$ cat src/rtl/multicycle_control.sv
`default_nettype none
// ============================================================================
//  Module   : multicycle_control
//  Purpose  : Multi-cycle sequencing controller. Steps each instruction
//             through fetch, decode, execute, memory and write-back states
//             and drives the datapath control set. It stalls on mem_ready
//             and halts on an undefined opcode.
//  Ports    : clk, reset (sync, active-high)
//             opcode[5:0], zero, mem_ready           - inputs
//             pcWrite, irWrite, memRead, memWrite,
//             regWrite, regDst, memToReg, link,
//             ALUsrcA, ALUsrcB[1:0], ALUop[2:0],
//             pcSource[1:0], byteOperations          - datapath controls
//             instrDone, illegal, state[3:0]         - status / debug
//  Revision : 1.0 - initial release
// ============================================================================
module multicycle_control (
    input  logic       clk,
    input  logic       reset,
    input  logic [5:0] opcode,
    input  logic       zero,
    input  logic       mem_ready,
    output logic       pcWrite,
    output logic       irWrite,
    output logic       memRead,
    output logic       memWrite,
    output logic       regWrite,
    output logic       regDst,
    output logic       memToReg,
    output logic       link,
    output logic       ALUsrcA,
    output logic [1:0] ALUsrcB,
    output logic [2:0] ALUop,
    output logic [1:0] pcSource,
    output logic       byteOperations,
    output logic       instrDone,
    output logic       illegal,
    output logic [3:0] state
);

    localparam logic [5:0] c_OP_RTYPE = 6'b000000;
    localparam logic [5:0] c_OP_ADDI  = 6'b000010;
    localparam logic [5:0] c_OP_SUBI  = 6'b000011;
    localparam logic [5:0] c_OP_ANDI  = 6'b000100;
    localparam logic [5:0] c_OP_ORI   = 6'b000101;
    localparam logic [5:0] c_OP_SLTI  = 6'b000111;
    localparam logic [5:0] c_OP_LW    = 6'b001000;
    localparam logic [5:0] c_OP_LB    = 6'b001001;
    localparam logic [5:0] c_OP_SW    = 6'b010000;
    localparam logic [5:0] c_OP_SB    = 6'b010001;
    localparam logic [5:0] c_OP_BEQ   = 6'b100011;
    localparam logic [5:0] c_OP_BNE   = 6'b100111;
    localparam logic [5:0] c_OP_J     = 6'b111000;
    localparam logic [5:0] c_OP_JAL   = 6'b111001;

    typedef enum logic [3:0] {
        S_FETCH   = 4'd0,
        S_DECODE  = 4'd1,
        S_MEMADDR = 4'd2,
        S_MEMRD   = 4'd3,
        S_MEMWB   = 4'd4,
        S_MEMWR   = 4'd5,
        S_RTEXEC  = 4'd6,
        S_RTWB    = 4'd7,
        S_IEXEC   = 4'd8,
        S_IWB     = 4'd9,
        S_BRANCH  = 4'd10,
        S_JUMP    = 4'd11,
        S_HALT    = 4'd12
    } state_t;

    state_t     r_state;
    logic       r_illegal;

    logic       w_is_rtype;
    logic       w_is_alui;
    logic       w_is_load;
    logic       w_is_store;
    logic       w_is_byte;
    logic       w_is_branch;
    logic       w_is_jump;
    logic [2:0] w_imm_aluop;

    // Opcode class decode, used from DECODE onward.
    assign w_is_rtype  = (opcode == c_OP_RTYPE);
    assign w_is_alui   = (opcode == c_OP_ADDI) || (opcode == c_OP_SUBI) ||
                         (opcode == c_OP_ANDI) || (opcode == c_OP_ORI)  ||
                         (opcode == c_OP_SLTI);
    assign w_is_load   = (opcode == c_OP_LW) || (opcode == c_OP_LB);
    assign w_is_store  = (opcode == c_OP_SW) || (opcode == c_OP_SB);
    assign w_is_byte   = (opcode == c_OP_LB) || (opcode == c_OP_SB);
    assign w_is_branch = (opcode == c_OP_BEQ) || (opcode == c_OP_BNE);
    assign w_is_jump   = (opcode == c_OP_J) || (opcode == c_OP_JAL);

    always_comb begin
        w_imm_aluop = 3'b000;
        case (opcode)
            c_OP_SUBI: w_imm_aluop = 3'b001;
            c_OP_ANDI: w_imm_aluop = 3'b010;
            c_OP_ORI:  w_imm_aluop = 3'b011;
            c_OP_SLTI: w_imm_aluop = 3'b100;
            default:   w_imm_aluop = 3'b000;
        endcase
    end

    // State sequencing. The illegal flag is set on the same edge that enters
    // HALT, and only reset leaves HALT, so the flag stays sticky until reset.
    always_ff @(posedge clk) begin
        if (reset) begin
            r_state   <= S_FETCH;
            r_illegal <= 1'b0;
        end else begin
            case (r_state)
                S_FETCH:   if (mem_ready) r_state <= S_DECODE;
                S_DECODE: begin
                    if (w_is_load || w_is_store) r_state <= S_MEMADDR;
                    else if (w_is_rtype)         r_state <= S_RTEXEC;
                    else if (w_is_alui)          r_state <= S_IEXEC;
                    else if (w_is_branch)        r_state <= S_BRANCH;
                    else if (w_is_jump)          r_state <= S_JUMP;
                    else begin
                        r_state   <= S_HALT;
                        r_illegal <= 1'b1;
                    end
                end
                S_MEMADDR: r_state <= w_is_store ? S_MEMWR : S_MEMRD;
                S_MEMRD:   if (mem_ready) r_state <= S_MEMWB;
                S_MEMWB:   r_state <= S_FETCH;
                S_MEMWR:   if (mem_ready) r_state <= S_FETCH;
                S_RTEXEC:  r_state <= S_RTWB;
                S_RTWB:    r_state <= S_FETCH;
                S_IEXEC:   r_state <= S_IWB;
                S_IWB:     r_state <= S_FETCH;
                S_BRANCH:  r_state <= S_FETCH;
                S_JUMP:    r_state <= S_FETCH;
                S_HALT:    r_state <= S_HALT;
                default:   r_state <= S_FETCH;
            endcase
        end
    end

    // Outputs are decoded from the state register. Several strobes must follow
    // mem_ready / zero within the same cycle, so this decode is combinational;
    // reset only forces everything to zero so no write escapes in that cycle.
    always_comb begin
        pcWrite        = 1'b0;
        irWrite        = 1'b0;
        memRead        = 1'b0;
        memWrite       = 1'b0;
        regWrite       = 1'b0;
        regDst         = 1'b0;
        memToReg       = 1'b0;
        link           = 1'b0;
        ALUsrcA        = 1'b0;
        ALUsrcB        = 2'b00;
        ALUop          = 3'b000;
        pcSource       = 2'b00;
        byteOperations = 1'b0;
        instrDone      = 1'b0;
        illegal        = 1'b0;
        state          = 4'd0;
        if (!reset) begin
            state   = r_state;
            illegal = r_illegal;
            case (r_state)
                S_FETCH: begin
                    memRead = 1'b1;
                    ALUsrcB = 2'b01;
                    irWrite = mem_ready;
                    pcWrite = mem_ready;
                end
                S_DECODE: ALUsrcB = 2'b11;   // branch target precompute
                S_MEMADDR: begin
                    ALUsrcA        = 1'b1;
                    ALUsrcB        = 2'b10;
                    byteOperations = w_is_byte;
                end
                S_MEMRD: begin
                    memRead        = 1'b1;
                    byteOperations = w_is_byte;
                end
                S_MEMWB: begin
                    regWrite       = 1'b1;
                    memToReg       = 1'b1;
                    byteOperations = w_is_byte;
                    instrDone      = 1'b1;
                end
                S_MEMWR: begin
                    memWrite       = 1'b1;
                    byteOperations = w_is_byte;
                    instrDone      = mem_ready;
                end
                S_RTEXEC: begin
                    ALUsrcA = 1'b1;
                    ALUop   = 3'b111;
                end
                S_RTWB: begin
                    regWrite  = 1'b1;
                    regDst    = 1'b1;
                    ALUop     = 3'b111;
                    instrDone = 1'b1;
                end
                S_IEXEC: begin
                    ALUsrcA = 1'b1;
                    ALUsrcB = 2'b10;
                    ALUop   = w_imm_aluop;
                end
                S_IWB: begin
                    regWrite  = 1'b1;
                    instrDone = 1'b1;
                end
                S_BRANCH: begin
                    ALUsrcA   = 1'b1;
                    ALUop     = 3'b001;
                    pcSource  = 2'b01;
                    instrDone = 1'b1;
                    pcWrite   = (opcode == c_OP_BNE) ? ~zero : zero;
                end
                S_JUMP: begin
                    pcSource  = 2'b10;
                    pcWrite   = 1'b1;
                    instrDone = 1'b1;
                    regWrite  = (opcode == c_OP_JAL);
                    link      = (opcode == c_OP_JAL);
                end
                default: ;
            endcase
        end
    end

endmodule
`default_nettype wire

$ cat config.mk
export PLATFORM = sky130hd
export DESIGN_NAME = multicycle_control
export DESIGN_NICKNAME = d
export VERILOG_FILES = /design/src/rtl/multicycle_control.sv
export SDC_FILE = /design/constraint.sdc
export NUM_CORES = 1
export LEC_CHECK = 0
export CAP_MARGIN = 25
export CORE_MARGIN = 2
export CORE_UTILIZATION = 35
export CTS_CLUSTER_SIZE = 20
export DETAILED_ROUTE_END_ITERATION = 6
export GPL_ROUTABILITY_DRIVEN = 0
export GPL_TIMING_DRIVEN = 1
export HOLD_SLACK_MARGIN = 0.03
export PLACE_DENSITY = 0.68
export SLEW_MARGIN = 15
export SYNTH_ARGS = -nofsm -noshare
export SYNTH_HDL_FRONTEND = slang
export SYNTH_SLANG_ARGS = --single-unit
$ cat constraint.sdc
create_clock -name clk -period 4.6 [get_ports clk]
set_input_delay 1.38 -clock clk [delete_from_list [all_inputs] [get_ports clk]]
set_output_delay 1.38 -clock clk [all_outputs]
set_load 0.05 [all_outputs]
==> metrics.cfg <==
[route]
via_per_inst=5.51
wl_per_cell_um=13.0
drtIter0Drc=44
drc=0
drtPass1Iterations=4
totalWireLength_um=2380
num_vias=1008
ant_nets=0

[timing]
relSlewSlack_pct=57.8
setup_slack_ps=206
setup_tns_ps=0
hold_viol=0
fmax_ghz=0.228
finalSetupViolCount=0
rsz0062_at_grt=no
holdWs_ps=470
skew_ps=4.91
period_share_pct=95.5
slew_viol_final=0
timing.final.crit_period_ps=4390
worst_pin_slew_ps=632

[clocking]
cts_buffers=3
tritoncts=yes
clkLatencyLatePin_ps=240
clock_sinks=5
h-tree-depth=1
ctsHoldBuffers=0
cts_resized=0
cts_setup_buffers=0
cts_buffer_depth=2
path_clk_slew_ps=40
cts_root_buf=clkbuf_4

[job]
max-cap-violations=0

[critical_path]
r2r-start=r_state[2]
cp_max_fo=6
critPathLaunchType=primary input
cp_cell_sequence=clkdlybuf4s50_1 > nor2b_1 > nand2_1 > or3_1 > a21oi_1 > buf_12
cp.required_ps=3220
worstSetupPathType=in -> out
crit_slowest_cell=clkdlybuf4s50_1
cp-end-kind=output port
slowest_delay_ps=580
cp.arrival_ps=3010
startpoint=opcode[2]

[power_and_ir_drop]
ir_drop_mv=0.224
leakagePower_nw=0.517
power_density_nw_per_um2=184

[logic_synthesis]
yosys-top-cells-area=dfxtp_1 (13%), nor2_1 (9.8%), a21oi_1 (6.5%), nor2b_1 (6.5%), nand2_1 (5.9%)
yosysSeqAreaShare_pct=13.1
yosysWarnings=0
synthCells=125
synthesis.nets=135
synth_top_area_share_pct=13.1
syn-cell-area_um2=764
ys_types=37
synth_top_cell_by_area=dfxtp_1
synth_area_per_cell_um2=6.12
ys_seq_elements=5

[final_layout]
area_growth_pct=79.9
nets=167
seq_area_um2=100
nFillCells=172
finalNonFillerCells=183
final_common_cell=buf_12
multi_input_area_um2=606
final_cell_mix=buf_12 (22), nor2_1 (20), nand2_1 (12)
diodes=0
drive_gt1_share_pct=25.0

[floorplan]
chipWidth_um=50.7
die-area_um2=2570
io_pins=33
core_area_um2=2000
die_h_um=50.7
start_util_pct=38.2
rows=16

[global_routing]
grt_pass1_vias=916
grt_max_degree=20
grt_pass1_wl_um=4040
antenna_found_initial=0
grt_remaining_overflow=0
grt.total_usage_pct=19.7

[place]
placedCellCount=179
hpwl_um=1890
port_buffers=32
dp_slack_ps=189

[worst_hold_path]
hold_start=r_illegal
hp-class=reg -> reg

[run_status]
status=finished clean

-- cells in the mapped netlist, drive strengths merged --
master   number
nand3         2
o21ai         5
nor2         20
o21bai        1
a21o          1
a2111oi       1
nor2b         8
nor3b         2
xnor2         5
and3          2
or3           3
o2111ai       2
a221oi        1
nor4          3
o21a          1
o22ai         2
inv           5
nand2        13
xor2          2
clkbuf        7
a32oi         1
dfxtp         5
a31oi         5
o31ai         1
nand2b        5
a21boi        1
buf           5
o211ai        2
a21oi        10
nand4         2
nor3          2
-- routing by layer --
| layer | vias up | track usage (%) | wire, µm |
|---|---|---|---|
| li1 | 504 | - | - |
| met5 | - | 0 | 0 |
| met1 | 446 | 24.2 | 995 |
| met3 | 4 | 4.46 | 171 |
| met2 | 54 | 35.3 | 1180 |
| met4 | 0 | 2.70 | 31 |
-- critical path: cells and delay by family --
kind                   cells  cell delay, ps
and+or+nand+nor            3             640
AOI/OAI and AO/OA          1             250
buffers and inverters      2             750
-- power breakdown --
| group | switching [W] | total (W) | internal, W |
|---|---|---|---|
| registers | 0.0000121 | 0.0000594 | 0.0000472 |
| clock network | 0.0000177 | 0.0000504 | 0.0000328 |
| logic | 0.0000786 | 0.000144 | 0.0000652 |
-- kinds of logic (layout without fill, tap and decap cells) --
group | Yosys count | count (layout) | share of synthesized area [%]
xor gates and xnor gates | 7 | 7 | 8.02
and+or+nand+nor | 62 | 62 | 41.2
DFF | 5 | 5 | 13.1
buffers and inverters | 17 | 48 | 9.49
AOI/OAI and AO/OA | 34 | 34 | 28.2
-- area by class of cell --
cell class,count,share of cell area [%]
inverters,5,1.36
well taps,27,2.46
flip-flops and latches,5,7.28
clock buffers,4,1.91
repair buffers,39,42.9
multi-input cells,103,44.0
-- path summary, 6_finish.rpt --
kind,end,cells after the start,slack [ps]
setup / recovery,ALUop[2],6,210
hold / removal,r_illegal,2,470
setup reg to reg,r_state[0],4,2990
hold reg to reg,r_illegal,2,470
-- state kept, by name, summed over array words and instances (netlist names) --
signal and count:
r_illegal 1, r_state 4
-- through the flow --
stage	area (µm²)	utilization (%)	power, W
detailed placement	1350	67.4	0.000203
finish	1380	68.7	0.000254
global placement	1350	67.4	0.000200
CTS	1380	68.7	0.000255
floorplan	778	-	0.000143
global route	1380	68.7	0.000271
(Power assumes the default switching activity.)
